$ cat src/rtl/div_defs.sv
// Shared definitions for the divider issue controller: controller and divider
// state encodings, default parameters and result field positions.
package div_defs;

  typedef enum logic [1:0] {
    ST_IDLE  = 2'b00,
    ST_BUSY  = 2'b01,
    ST_DONE  = 2'b10,
    ST_ABORT = 2'b11
  } ctrl_state_e;

  // Internal states of the iterative divider this controller drives.
  typedef enum logic [1:0] {
    DIV_FREE   = 2'b00,
    DIV_BYZERO = 2'b01,
    DIV_ON     = 2'b10,
    DIV_END    = 2'b11
  } div_state_e;

  localparam int DATA_W_DEF       = 32;
  localparam int ABORT_CYCLES_DEF = 2;

  localparam int RES_HI_MSB = 63;
  localparam int RES_HI_LSB = 32;
  localparam int RES_LO_MSB = 31;
  localparam int RES_LO_LSB = 0;

endpackage

$ cat src/rtl/div_issue_ctrl.sv
// EX-stage issue controller for the iterative divider: start/annul handshake,
// pipeline stall, HI/LO commit. Optional DIV_ZERO_BYPASS_EN skips the divider for x/0.
module div_issue_ctrl
  import div_defs::*;
#(
  parameter int DATA_W       = DATA_W_DEF,
  parameter int ABORT_CYCLES = ABORT_CYCLES_DEF
) (
  input  logic                clk,
  input  logic                rst,
  input  logic                ex_div_valid_i,
  input  logic                ex_div_signed_i,
  input  logic [DATA_W-1:0]   ex_op1_i,
  input  logic [DATA_W-1:0]   ex_op2_i,
  input  logic                ex_advance_i,
  input  logic                flush_i,
  output logic                stall_req_o,
  output logic                div_start_o,
  output logic                div_annul_o,
  output logic                div_signed_o,
  output logic [DATA_W-1:0]   div_op1_o,
  output logic [DATA_W-1:0]   div_op2_o,
  input  logic [2*DATA_W-1:0] div_result_i,
  input  logic                div_ready_i,
  output logic                hilo_we_o,
  output logic [DATA_W-1:0]   hi_o,
  output logic [DATA_W-1:0]   lo_o,
  output logic                busy_o
);

  localparam int CNT_W = $clog2(ABORT_CYCLES + 1);

  ctrl_state_e       state_q;
  logic [CNT_W-1:0]  abort_cnt_q;
  logic              signed_q;
  logic [DATA_W-1:0] op1_q;
  logic [DATA_W-1:0] op2_q;
  logic [DATA_W-1:0] hi_q;
  logic [DATA_W-1:0] lo_q;

  always_ff @(posedge clk) begin
    if (rst) begin
      state_q     <= ST_IDLE;
      abort_cnt_q <= '0;
      signed_q    <= 1'b0;
      op1_q       <= '0;
      op2_q       <= '0;
      hi_q        <= '0;
      lo_q        <= '0;
    end else begin
      case (state_q)
        ST_IDLE: begin
          if (ex_div_valid_i && !flush_i) begin
            op1_q    <= ex_op1_i;
            op2_q    <= ex_op2_i;
            signed_q <= ex_div_signed_i;
`ifdef DIV_ZERO_BYPASS_EN
            if (ex_op2_i == '0) begin
              hi_q    <= '0;
              lo_q    <= '0;
              state_q <= ST_DONE;
            end else begin
              state_q <= ST_BUSY;
            end
`else
            state_q <= ST_BUSY;
`endif
          end
        end
        ST_BUSY: begin
          // A flush kills the divide even if the result arrives the same cycle.
          if (flush_i) begin
            abort_cnt_q <= CNT_W'(ABORT_CYCLES - 1);
            state_q     <= ST_ABORT;
          end else if (div_ready_i) begin
            hi_q    <= div_result_i[2*DATA_W-1:DATA_W];
            lo_q    <= div_result_i[DATA_W-1:0];
            state_q <= ST_DONE;
          end
        end
        ST_DONE: begin
          if (ex_advance_i || flush_i) begin
            state_q <= ST_IDLE;
          end
        end
        ST_ABORT: begin
          if (abort_cnt_q == '0) begin
            state_q <= ST_IDLE;
          end else begin
            abort_cnt_q <= abort_cnt_q - 1'b1;
          end
        end
        default: state_q <= ST_IDLE;
      endcase
    end
  end

  always_comb begin
    stall_req_o = 1'b0;
    case (state_q)
      ST_IDLE: stall_req_o = ex_div_valid_i & ~flush_i;
      ST_BUSY: stall_req_o = 1'b1;
      default: stall_req_o = 1'b0;
    endcase
  end

  assign div_start_o  = (state_q == ST_BUSY);
  assign div_annul_o  = (state_q == ST_ABORT);
  assign busy_o       = (state_q != ST_IDLE);
  assign hilo_we_o    = (state_q == ST_DONE) & ex_advance_i & ~flush_i;
  assign div_signed_o = signed_q;
  assign div_op1_o    = op1_q;
  assign div_op2_o    = op2_q;
  assign hi_o         = hi_q;
  assign lo_o         = lo_q;

endmodule
$ cat config.mk
export PLATFORM = sky130hd
export DESIGN_NAME = div_issue_ctrl
export DESIGN_NICKNAME = d
export VERILOG_FILES = /design/src/rtl/div_defs.sv /design/src/rtl/div_issue_ctrl.sv
export SDC_FILE = /design/constraint.sdc
export NUM_CORES = 1
export LEC_CHECK = 0
export BUFFER_PORTS_ARGS = -buffer_cell sky130_fd_sc_hd__buf_2
export CORE_MARGIN = 4
export CORE_UTILIZATION = 47
export CTS_CLUSTER_SIZE = 12
export DETAILED_ROUTE_END_ITERATION = 6
export PLACE_DENSITY = 0.83
export SETUP_SLACK_MARGIN = 0.05
export SLEW_MARGIN = 0
export SYNTH_ARGS = -nofsm -noshare
export SYNTH_HDL_FRONTEND = slang
export SYNTH_SLANG_ARGS = --single-unit
export TNS_END_PERCENT = 100
$ cat constraint.sdc
create_clock -name clk -period 4.2 [get_ports clk]
set_clock_uncertainty 0.05 [all_clocks]
set_input_delay 0.84 -clock clk [delete_from_list [all_inputs] [get_ports clk]]
set_output_delay 0.84 -clock clk [all_outputs]
set_load 0.03 [all_outputs]
Yosys cells after proc, flatten, opt, wreduce, memory -nomap -nowiden:

Cells that the tools add are included.

* bitwise logic cells: 4
* add/subtract/negate cells: 1
* reduce and logical (&&, ||, !) cells: 11
* eq/ne operators: 9
* muxes and demuxes: 10

Operators by type and width (count)
* 2-bit two-way mux: 7
* 2-bit != test, second input constant: 4
* 2-bit case mux with 4 select lines: 1
* 3-bit AND reduction: 2
* 2-bit equality test, second input constant: 2
* 2-bit zero test: 2
* 2-bit case mux with 2 select lines: 1
* 4-bit AND reduction: 1
* 2-bit nonzero test: 2
* 1-bit bitwise AND: 3
* 3-bit by 2-bit != test with 1-bit output, second input constant: 1
* 2-bit by 1-bit equality test with 1-bit output, second input constant: 1
* 2-bit by 1-bit != test with 1-bit output, second input constant: 1
* 1-bit case mux with 2 select lines: 1
* 2-bit AND reduction: 1
* 2-bit by 1-bit subtractor with 2-bit output, second input constant: 1
* 1-bit logical AND: 1
* 1-bit zero test: 1
* 1-bit logical OR: 1
* 1-bit NOT: 1

* output and inout port bits: 134
* register bits after elaboration: 133
* logic and storage cells: 42
* bits of input ports: 135

Depth between registers and ports, before layout:

* word-level depth: 4
* depth in mapped cells: 5
* depth with buffers taken out: 5

Worst setup path before layout:

Ideal clock, no wire load.

* path kind: input port to output port
* start: input port ex_advance_i
* end: output port hilo_we_o
* slack: 1.768 ns
* cell stages on the path: 2
* arrival: 1.542 ns
* data required time: 3.310 ns
* path through: nand2_1 > nor3_1

* word-level cells in the longest chain between the ends: 2

RTL lines
* start, declared: line div_issue_ctrl.sv:15 `input logic ex_advance_i,`
* 1-bit bitwise AND (2 in series): line div_issue_ctrl.sv:110 `assign hilo_we_o = (state_q == ST_DONE) & ex_advance_i & ~flush_i;`
* end, declared: line div_issue_ctrl.sv:25 `output logic hilo_we_o,`

Every way passes these cells.

Worst setup path after layout:

* start: register state_q[1]
* end: output port hilo_we_o

* word-level cells in the longest chain between the ends: 3

RTL lines
* start, declared: line div_issue_ctrl.sv:33 `ctrl_state_e state_q;`
* start signal, assigned: line div_issue_ctrl.sv:43 `state_q <= ST_IDLE;`
* start signal, assigned: line div_issue_ctrl.sv:66 `state_q <= ST_BUSY;`
* start signal, assigned: line div_issue_ctrl.sv:74 `state_q <= ST_ABORT;`
* 2-bit equality test: line div_issue_ctrl.sv:110
* 1-bit bitwise AND (2 in series): line div_issue_ctrl.sv:110

Every way passes these cells.

==> run_results.csv <==
group,metric,value,unit
critical_path,crit_chain,"nand2_1 > nor3_1 > buf_2",
clock_tree,clock_sinks,133,
synthesis,ys_async_sr_fraction,0,%
critical_path,critPathMaxFanout,15,
pwr,p_per_area,509,nW/um2
detailed_routing,drtPass1Iterations,5,
job,timing.max_cap.violations,0,
clock_tree,cts_resized,0,
clock_tree,clk_path_buf_depth,2,
synthesis,synth.distinct_cells,30,
critical_path,worstPathArrival,1600,ps
detailed_routing,highest_layer,"met4",
critical_path,r2r-start,"state_q[1]",
layout,fin_util,69.1,%
global_route,grt_max_degree,69,
clock_tree,cts_setup_buffers,0,
synthesis,synth_seq_cells,133,
synthesis,yosys.area.top_type,"dfxtp_1",
pwr,ir_drop,0.000293,V
sta,report.final.hold_viol_count,0,
outcome,outcome,"complete, no violations",
critical_path,start_kind,"flop",
die,pin_count,269,
global_route,grt_pass1_vias,4213,
clock_tree,insertion_delay,490,ps
synthesis,syn_inst,594,
placement,place.gp.congestion,0.791,
placement,place_hpwl,9330,um
detailed_routing,route.detailed.drc,0,
detailed_routing,met2WireLength,6890,um
synthesis,synth_edf_count,0,
sta,finalSetupTns,0,ps
critical_path,cp-end-kind,"output port",
detailed_routing,met3_length,958,um
clock_tree,htreeDepth,4,
clock_tree,cts_tree,"yes",
die,die_w,108,um
critical_path,cpPeakStageDelay,660,ps
sta,post-route-period-util,59.4,%
critical_path,cp.required,3310,ps
detailed_routing,avgViaCountPerCell,4.79,
synthesis,synthesis.area,4730,um2
synthesis,avgSynthCellArea,7.97,um2
synthesis,yosysWarnings,0,
critical_path,cp_slowest_cell,"dfxtp_1",
layout,synthToLayoutAreaGrowth,42.7,%
synthesis,synth_common_cells,"nand2_1, dfxtp_1, a21oi_1",
synthesis,synthMostInstantiatedCell,"nand2_1",
detailed_routing,routedWlPerCell,13.5,um
critical_path,worstSetupPathType,"reg -> out",
die,start_util,48.4,%
hold_path,holdCritStartpoint,"div_op1_o[12]",
sta,rsz0062_at_grt,"false",
placement,io_buffers,268,
sta,slew_viol_final,0,
synthesis,synth-seq-area-share,56.3,%
sta,layout_min_cycle_time,2490,ps
detailed_routing,detail-route-antenna-nets,0,
die,die_y,108,um
clock_tree,clkTransAtPathRegs,60,ps
die,rows,36,
detailed_routing,met1Wirelength,5190,um
detailed_routing,drt-total-wl,13300,um
clock_tree,ctsHoldBuffers,0,
global_route,grt_overflow,0,
sta,holdWs,398,ps
critical_path,cpLargestDelayFamily,"flip-flops",
clock_tree,numCtsBuffers,17,
global_route,antenna_found_initial,0,
layout,drive_gt1_share,36.2,%
sta,fmax,401,MHz
critical_path,path_buf_inv,1,
die,coreArea,9770,um2
synthesis,synthTopCellsByArea,"dfxtp_1, nand2_1, a21oi_1",
pwr,leakage,3.11,nW
die,dieArea,11700,um2
hold_path,hold_class,"reg -> reg",
sta,relSlewSlack,28.7,%
global_route,grt_pass1_wl,20100,um
clock_tree,clock-root-buffer,"clkbuf_8",
layout,nets,977,
synthesis,ys.flop_type,"dfxtp_1",
layout,num_antenna_cells,0,
detailed_routing,drt_iter0_markers,269,
sta,worstMarginPinSlew,1070,ps
detailed_routing,vias,4721,
critical_path,cp-startpoint,"state_q[1]",
synthesis,synth_top_area_share,56.3,%
global_route,gr-usage-all-layers,21.3,%
synthesis,syn_nets,730,
sta,setup_viol,0,
[worst min-delay path, delay by kind of cell, from the launching register on]
family,cells,cell delay [ps]
simple gates,1,50
flops,1,300
compound gates,1,50
[cell families after synthesis]
logic type                 count (synthesis)  share of synthesized area, %
buffers and inverters                     48                          5.68
AOI/OAI and AO/OA                        136                          14.8
adders and majority gates                  1                         0.264
and+or+nand+nor                          275                          22.8
muxes                                      1                         0.238
DFF                                      133                          56.3
[routing by layer]
layer | vias up | GRT usage (%)
met4 | 0 | 8.30
met1 | 2119 | 24.4
met3 | 22 | 6.81
li1 | 2405 | -
met2 | 175 | 37.0
met5 | - | 0
[area by class of cell]
class / instances / area, um2
Clock buffer: 18 / 418
Clock inverter: 12 / 275
Fill cell: 833 / 3020
Inverter: 3 / 11.3
Multi-Input combinational cell: 413 / 1830
Sequential cell: 133 / 2660
Tap cell: 133 / 166
Timing Repair Buffer: 273 / 1390
[state kept, by name, indices dropped and copies added (netlist names)]
register      flops
div_signed_o      1
div_op2_o        32
state_q           2
div_op1_o        32
hi_o             32
lo_o             32
abort_cnt_q       2
[per-stage QoR]
| stage | power, W | instances | instance area [um2] | setup slack, ps |
|---|---|---|---|---|
| 6_report | 0.00344 | 985 | 6760 | 1710 |
| 5_1_grt | 0.00356 | 985 | 6760 | 1520 |
| 4_1_cts | 0.00346 | 985 | 6760 | 1680 |
| 3_5_place_dp | 0.00173 | 955 | 6060 | 1270 |
| 3_3_place_gp | 0.00173 | 955 | 6060 | 1310 |
| 2_1_floorplan | 0.00160 | 594 | 4730 | 1770 |
[where the power goes]
group / switching, W / leakage [nW] / internal (W) / total [W]
Clock: 0.000529 / 0.336 / 0.00120 / 0.00173
Sequential: 0.0000283 / 1.08 / 0.00131 / 0.00134
Combinational: 0.000239 / 1.69 / 0.000124 / 0.000363
[final timing paths]
kind | depth (start not counted) | end | slack, ps
max | 3 | hilo_we_o | 1710
min | 2 | div_op1_o[12] | 400
max reg2reg | 4 | lo_o[25] | 1740
min reg2reg | 2 | div_op1_o[12] | 400
[cell usage in the layout, fill, tap and decap left out, drive strengths merged, types with 2 or more instances in the layout]
cell    instances
buf           273
nand2         260
dfxtp         133
a21oi         129
clkbuf         18
bufinv          8
inv             5
nor2b           3
nor3            2
clkinv          2
Note: power is estimated with default switching activity, not from simulation.
